===== config.mk =====
export PLATFORM = sky130hd
export DESIGN_NAME = game_state_controller
export DESIGN_NICKNAME = d
export VERILOG_FILES = /design/src/rtl/game_state_controller.sv
export SDC_FILE = /design/constraint.sdc
export NUM_CORES = 1
export LEC_CHECK = 0
export BUFFER_PORTS_ARGS = -buffer_cell sky130_fd_sc_hd__buf_4
export CELL_PAD_IN_SITES_DETAIL_PLACEMENT = 0
export CELL_PAD_IN_SITES_GLOBAL_PLACEMENT = 1
export CORE_MARGIN = 3
export CORE_UTILIZATION = 40
export DETAILED_ROUTE_END_ITERATION = 8
export GPL_ROUTABILITY_DRIVEN = 0
export PLACE_DENSITY = 0.75
export SYNTH_ARGS = -nofsm -noshare
export SYNTH_HDL_FRONTEND = slang
export SYNTH_SLANG_ARGS = --single-unit

===== constraint.sdc =====
create_clock -name clock -period 2 [get_ports clock]
set_input_delay 0.3 -clock clock [delete_from_list [all_inputs] [get_ports clock]]
set_output_delay 0.3 -clock clock [all_outputs]
set_load 0.01 [all_outputs]

===== src/rtl/game_state_controller.sv =====
// Game state sequencer for the puzzle map drawer: owns the gameState code,
// the drawMap/doneRedraw redraw handshake and the timed UPDATE -> FORMED hold.
//
// phase      | meaning
// -----------+------------------------------------------------------------
// PH_LAUNCH  | out of reset, drawMap low for one cycle before first request
// PH_REQ     | drawMap high, waiting for the drawer to report done
// PH_RELEASE | drawMap low, waiting for the drawer to leave its done state
// PH_HOLD    | UPDATE_* frame on screen, counting ANIM_DELAY cycles
// PH_ADVANCE | step gameState to its automatic successor, then request
// PH_IDLE    | not busy, waiting for an act from the player
module game_state_controller #(
  parameter logic [21:0] ANIM_DELAY = 22'd2_500_000
) (
  input  logic       clock,
  input  logic       reset,
  input  logic       action,
  input  logic       atTrigger,
  input  logic       doneRedraw,
  output logic [3:0] gameState,
  output logic       drawMap,
  output logic       busy
);

  localparam logic [3:0] ST_INITIAL         = 4'd0;
  localparam logic [3:0] ST_UPDATE_BRIDGE_1 = 4'd1;
  localparam logic [3:0] ST_FORMED_BRIDGE_1 = 4'd2;
  localparam logic [3:0] ST_UPDATE_BRIDGE_2 = 4'd3;
  localparam logic [3:0] ST_FORMED_BRIDGE_2 = 4'd4;
  localparam logic [3:0] ST_UPDATE_BRIDGE_3 = 4'd5;
  localparam logic [3:0] ST_FORMED_BRIDGE_3 = 4'd6;
  localparam logic [3:0] ST_UPDATE_PILLAR   = 4'd7;
  localparam logic [3:0] ST_PILLAR_RISED    = 4'd8;
  localparam logic [3:0] ST_FINISHED_GAME   = 4'd9;
  localparam logic [3:0] ST_DRAW_INITIAL    = 4'd10;

  localparam logic [21:0] HOLD_LAST = ANIM_DELAY - 22'd1;

  typedef enum logic [2:0] {
    PH_LAUNCH,
    PH_REQ,
    PH_RELEASE,
    PH_HOLD,
    PH_ADVANCE,
    PH_IDLE
  } phase_t;

  phase_t      phase;
  logic [21:0] hold_cnt;
  logic        action_prev;
  logic        action_rise;
  logic        act;

  function automatic logic is_valid_state(input logic [3:0] s);
    return (s <= ST_DRAW_INITIAL);
  endfunction

  function automatic logic is_update_state(input logic [3:0] s);
    return (s == ST_UPDATE_BRIDGE_1) || (s == ST_UPDATE_BRIDGE_2) ||
           (s == ST_UPDATE_BRIDGE_3) || (s == ST_UPDATE_PILLAR);
  endfunction

  function automatic logic is_act_state(input logic [3:0] s);
    return (s == ST_INITIAL) || (s == ST_FORMED_BRIDGE_1) ||
           (s == ST_FORMED_BRIDGE_2) || (s == ST_FORMED_BRIDGE_3) ||
           (s == ST_PILLAR_RISED) || (s == ST_FINISHED_GAME);
  endfunction

  // Successor taken when the player acts in a waiting state.
  function automatic logic [3:0] act_next(input logic [3:0] s);
    logic [3:0] n;
    n = ST_DRAW_INITIAL;
    case (s)
      ST_INITIAL:         n = ST_UPDATE_BRIDGE_1;
      ST_FORMED_BRIDGE_1: n = ST_UPDATE_BRIDGE_2;
      ST_FORMED_BRIDGE_2: n = ST_UPDATE_BRIDGE_3;
      ST_FORMED_BRIDGE_3: n = ST_UPDATE_PILLAR;
      ST_PILLAR_RISED:    n = ST_FINISHED_GAME;
      ST_FINISHED_GAME:   n = ST_DRAW_INITIAL;
      default:            n = ST_DRAW_INITIAL;
    endcase
    return n;
  endfunction

  // Successor taken automatically once the redraw (and hold) completes.
  function automatic logic [3:0] advance_next(input logic [3:0] s);
    logic [3:0] n;
    n = ST_DRAW_INITIAL;
    case (s)
      ST_DRAW_INITIAL:    n = ST_INITIAL;
      ST_UPDATE_BRIDGE_1: n = ST_FORMED_BRIDGE_1;
      ST_UPDATE_BRIDGE_2: n = ST_FORMED_BRIDGE_2;
      ST_UPDATE_BRIDGE_3: n = ST_FORMED_BRIDGE_3;
      ST_UPDATE_PILLAR:   n = ST_PILLAR_RISED;
      default:            n = ST_DRAW_INITIAL;
    endcase
    return n;
  endfunction

  assign action_rise = action & ~action_prev;
  // busy is the registered IDLE flag, so an act in the cycle busy drops is taken.
  assign act = action_rise & ~busy &
               (atTrigger | (gameState == ST_FINISHED_GAME));

  always_ff @(posedge clock) begin
    if (reset) begin
      gameState   <= ST_DRAW_INITIAL;
      phase       <= PH_LAUNCH;
      drawMap     <= 1'b0;
      busy        <= 1'b1;
      hold_cnt    <= 22'd0;
      action_prev <= 1'b1;
    end else begin
      action_prev <= action;
      if (!is_valid_state(gameState)) begin
        gameState <= ST_DRAW_INITIAL;
        phase     <= PH_REQ;
        drawMap   <= 1'b1;
        busy      <= 1'b1;
        hold_cnt  <= 22'd0;
      end else begin
        case (phase)
          PH_LAUNCH: begin
            phase   <= PH_REQ;
            drawMap <= 1'b1;
            busy    <= 1'b1;
          end
          PH_REQ: begin
            if (doneRedraw) begin
              phase   <= PH_RELEASE;
              drawMap <= 1'b0;
            end
          end
          PH_RELEASE: begin
            if (!doneRedraw) begin
              if (is_update_state(gameState)) begin
                phase    <= (ANIM_DELAY == 22'd0) ? PH_ADVANCE : PH_HOLD;
                hold_cnt <= 22'd0;
              end else if (gameState == ST_DRAW_INITIAL) begin
                phase <= PH_ADVANCE;
              end else begin
                phase <= PH_IDLE;
                busy  <= 1'b0;
              end
            end
          end
          PH_HOLD: begin
            if (hold_cnt == HOLD_LAST) begin
              phase    <= PH_ADVANCE;
              hold_cnt <= 22'd0;
            end else begin
              hold_cnt <= hold_cnt + 22'd1;
            end
          end
          PH_ADVANCE: begin
            gameState <= advance_next(gameState);
            phase     <= PH_REQ;
            drawMap   <= 1'b1;
          end
          PH_IDLE: begin
            if (act && is_act_state(gameState)) begin
              gameState <= act_next(gameState);
              phase     <= PH_REQ;
              drawMap   <= 1'b1;
              busy      <= 1'b1;
            end
          end
          default: begin
            phase   <= PH_LAUNCH;
            drawMap <= 1'b0;
            busy    <= 1'b1;
          end
        endcase
      end
    end
  end

endmodule


# Word level (Yosys, flattened, before mapping)
# Cells that the tools add are included.
# Widths: inputs -> output; s select.
# classes
eq_ne	28
reduce_logical	23
magnitude_cmp	1
bitwise_logic	8
add_sub_neg	1
muxes	24
# ops
op	count
$mux 22	3
$pmux 22 s2	1
$pmux 4 s5	2
$add 22x1->22 const B	1
$eq 22x22->1 const B	1
$eq 4x3->1 const B	4
$ne 2x2->1 const B	8
$mux 3	5
$pmux 3 s5	1
$eq 4x4->1 const B	3
$ne 3x3->1 const B	4
$eq 4x2->1 const B	2
$logic_or 1x1->1	8
$mux 1	8
$pmux 4 s2	1
$reduce_and 4->1	2
$eq 3x2->1 const B	2
$eq 3x3->1 const B	2
$reduce_and 3->1	2
$reduce_or 2->1	3
$reduce_and 5->1	1
$eq 4x1->1 const B	1
$le 4x4->1 const B	1
$logic_not 4->1	1
other kinds (12)	18
# word_totals
output_inout_bits	6
wordCells	92
ff_bits	32

# Depth between registers and ports, before layout
# logic_depth
ltp_word	10
ltp_mapped	7
mapped_depth_nobuf	6

# Least setup slack after synthesis
# OpenSTA, ideal clock, no wires.
# synth_timing
kind	reg2reg
startpoint	reg hold_cnt[11]
endpoint	reg phase[1]
stages_incl_launch_ff	6
n_path_buf	0
setup_slack_ns	0.188
arrival_time_ns	1.697
period_less_slack_ns	1.812
cell_sequence	dfxtp_1 > or4_4 > nor4_4 > a31oi_4 > a31o_1 > o21a_1
# synth_via
elab_chain_len	3
# synth_rtl
item	line_no	text
from (decl)	49	logic [21:0] hold_cnt;
from (signal assigned)	152	hold_cnt <= hold_cnt + 22'd1;
$eq 22x22->1	148	if (hold_cnt == HOLD_LAST) begin
$ne 2x2->1 (no line)	-	
$reduce_and 4->1 (no line)	-	
to (signal assigned)	137	phase <= (ANIM_DELAY == 22'd0) ? PH_ADVANCE : PH_HOLD;
to (decl)	48	phase_t phase;
# No other way between the ends.
# A chain may end at the register's enable or synchronous reset.

# Worst setup path after layout
# layout_timing
startpoint	reg hold_cnt[9]
endpoint	reg phase[1]
# Same word-level chain as after synthesis.

==> results.toml <==
[cts]
clockBufferDepth = 2
cts.sinks = 32
cts-root-buf = "clkbuf_8"
clk_pin_slew_ns = 0.07
numCtsBuffers = 5
clk-insertion-delay-late_ns = 0.28
cts_tree = "built"
htreeDepth = 2

[grt]
grt_max_degree = 23
overflow = 0
grt_pass1_vias = 1582
grt_pass1_wl_um = 7610
track_usage_pct = 17.8
antenna_found_initial = 0

[routing]
drt-total-wl_um = 4480
num_vias = 1777
first_pass_iters = 4
route.detailed.drc = 0
drt_iter0_drc = 145
via_per_inst = 5.62
ant_nets = 0
wl_per_cell_um = 14.2

[critical_path]
slowest_delay_ns = 0.54
cp_top_family = "simple AND/OR/NAND/NOR gates"
crit_type = "register to register"
crit_path_cell_trace = "or4_4, nor4_4, a31oi_4, a31o_1, o21a_1"
crit_path_end_kind = "register"
worstPathRequired_ns = 2.18
cp_max_fo = 10
critPathSlowestCell = "or4_4"
path_buf_inv = 0
arrival_ns = 2.09
start_kind = "register"

[synthesis]
syn_area_um2 = 1860
seq_area_frac_synth_pct = 34.4
yosys.area.top_type = "dfxtp_1"
synth_cells = 234
synth-edff-count = 0
synth.top_cell.area_share_pct = 34.4
synth.distinct_cells = 50
yosysWarnings = 0
ys.flop_type = "dfxtp_1"
syn_area_per_cell_um2 = 7.95
synth.area.top_cells = "dfxtp_1, xnor2_1, o21ai_0, nor2_1, nand2_1"
ys_seq_elements = 32
syn-num-nets = 240
async_flop_share_pct = 0

[power_and_ir_drop]
p_leak_uw = 0.000795
switchingPower_uw = 458
p_int_uw = 1110
p_per_area_nw_per_um2 = 707
seqPwrFrac_pct = 44.8
power.share.switching_pct = 29.3
clockPowerShare_pct = 32.6
comb_power_share_pct = 22.6
ir_drop_v = 0.000414

[timing]
rsz0062_at_grt = "yes"
setup_slack_ns = 0.0913
skew_ns = 0.00430
period_share_pct = 95.4
slew_headroom_pct = 71.4
finalHoldViolations = 0
finalSetupViolCount = 0
fmax_ghz = 0.524
drv_slew = 0
worstMarginPinSlew_ns = 0.429
fin_crit_ns = 1.91
whs_ns = 0.209

[job]
cap_violations = 0

[floorplan]
num_rows = 24
coreArea_um2 = 4410
die_h_um = 74.2
start_util_pct = 42.1
io_pins = 11
die_w_um = 74.2
fp.dieArea_um2 = 5510

[status]
status = "complete, no violations"

[place]
place_inst = 305
hpwl_um = 3210
post-place-ws_ns = 0.0904
portBuffers = 10
place_area_um2 = 2100

[finish]
drive_gt1_share_pct = 19.3
fin_cells = 316
diodes = 0
nNetsFinal = 269
design_area_um2 = 2220
fin_util_pct = 50.2
fillers = 427
area_delta_synth_final_pct = 19.1

[hold_path]
hp-class = "primary input to register"
cell usage after synthesis (3+ instances only):
cell type / count
a21oi_1: 12
a31oi_1: 4
and2_1: 6
and3_1: 7
and4_1: 4
buf_2: 3
clkbuf_1: 5
dfxtp_1: 32
inv_1: 9
mux2i_1: 3
nand2_1: 22
nand3_1: 7
nand4_1: 8
nor2_1: 23
nor3_1: 10
nor4_1: 7
o21ai_0: 19
o31ai_1: 3
or3_1: 3
xnor2_1: 11
power by group through the flow:
stage / combinational [µW] / clock [µW] / sequential [µW]
final: 354 / 510 / 701
after global routing: 392 / 559 / 708
after CTS: 340 / 527 / 701
after detailed placement: 338 / 0 / 716
after global placement: 342 / 0 / 716
after floorplan: 230 / 0 / 710
final timing paths:
kind	cells past startpoint	slack (ns)	start	endpoint
max	5	0.09	hold_cnt[9]	phase[1]
min	2	0.21	reset	drawMap
max reg2reg	5	0.09	hold_cnt[9]	phase[1]
min reg2reg	2	0.51	drawMap	drawMap
cells in the final DEF (no fill, tap or decap), types with 4 or more instances in the layout:
master,count
nor2_1,23
a31oi_1,4
and3_1,7
nand3_1,7
dfxtp_1,32
o21ai_0,18
clkbuf_8,6
buf_4,32
nor4_1,7
nand4_1,8
and4_1,4
and2_1,6
nor3_1,10
inv_1,9
xnor2_1,11
a21oi_1,12
nand2_1,22
final cells by class:
cell class	instances	area, µm²	area share (%)
repair buffers	34	272	12.3
well taps	52	65.1	2.94
multi-input cells	181	1110	50.3
flip-flops and latches	32	641	28.9
inverters	9	33.8	1.52
clock buffers	8	90.1	4.07
routing by layer:
layer  vias to the layer above  track usage [%]  routed length [µm]
met5                         -                0                   0
met4                         0             4.63                  37
met3                         4             4.59                 269
li1                        914                -                   -
met1                       810             26.9                2290
met2                        49             24.8                1890
cell families after synthesis:
| kind of cell | synth area share (%) |
|---|---|
| adders and majority gates | 0.672 |
| xor gates and xnor gates | 5.18 |
| AOI/OAI and AO/OA | 18.2 |
| and+or+nand+nor | 33.7 |
| buffers and inverters | 5.65 |
| DFF | 34.4 |
| muxes | 2.22 |
state kept, by name, indices dropped and copies added, names as in the netlist:
name and count:
gameState 4, hold_cnt 22, busy 1, drawMap 1, action_prev 1, phase 3
through the flow:
stage,TNS [ns],total power [µW]
4_1_cts,0,1570
2_1_floorplan,0,939
3_3_place_gp,0,1060
6_report,0,1570
3_5_place_dp,0,1050
5_1_grt,-0.0603,1660
repair_timing:
item,in CTS,in global routing
setup buffers,0,3
gates resized for setup,0,1
endpoints found under the setup margin,0,2
endpoints found under the hold margin,0,0
hold buffers,0,0
Note: power is estimated with default switching activity, not from simulation.
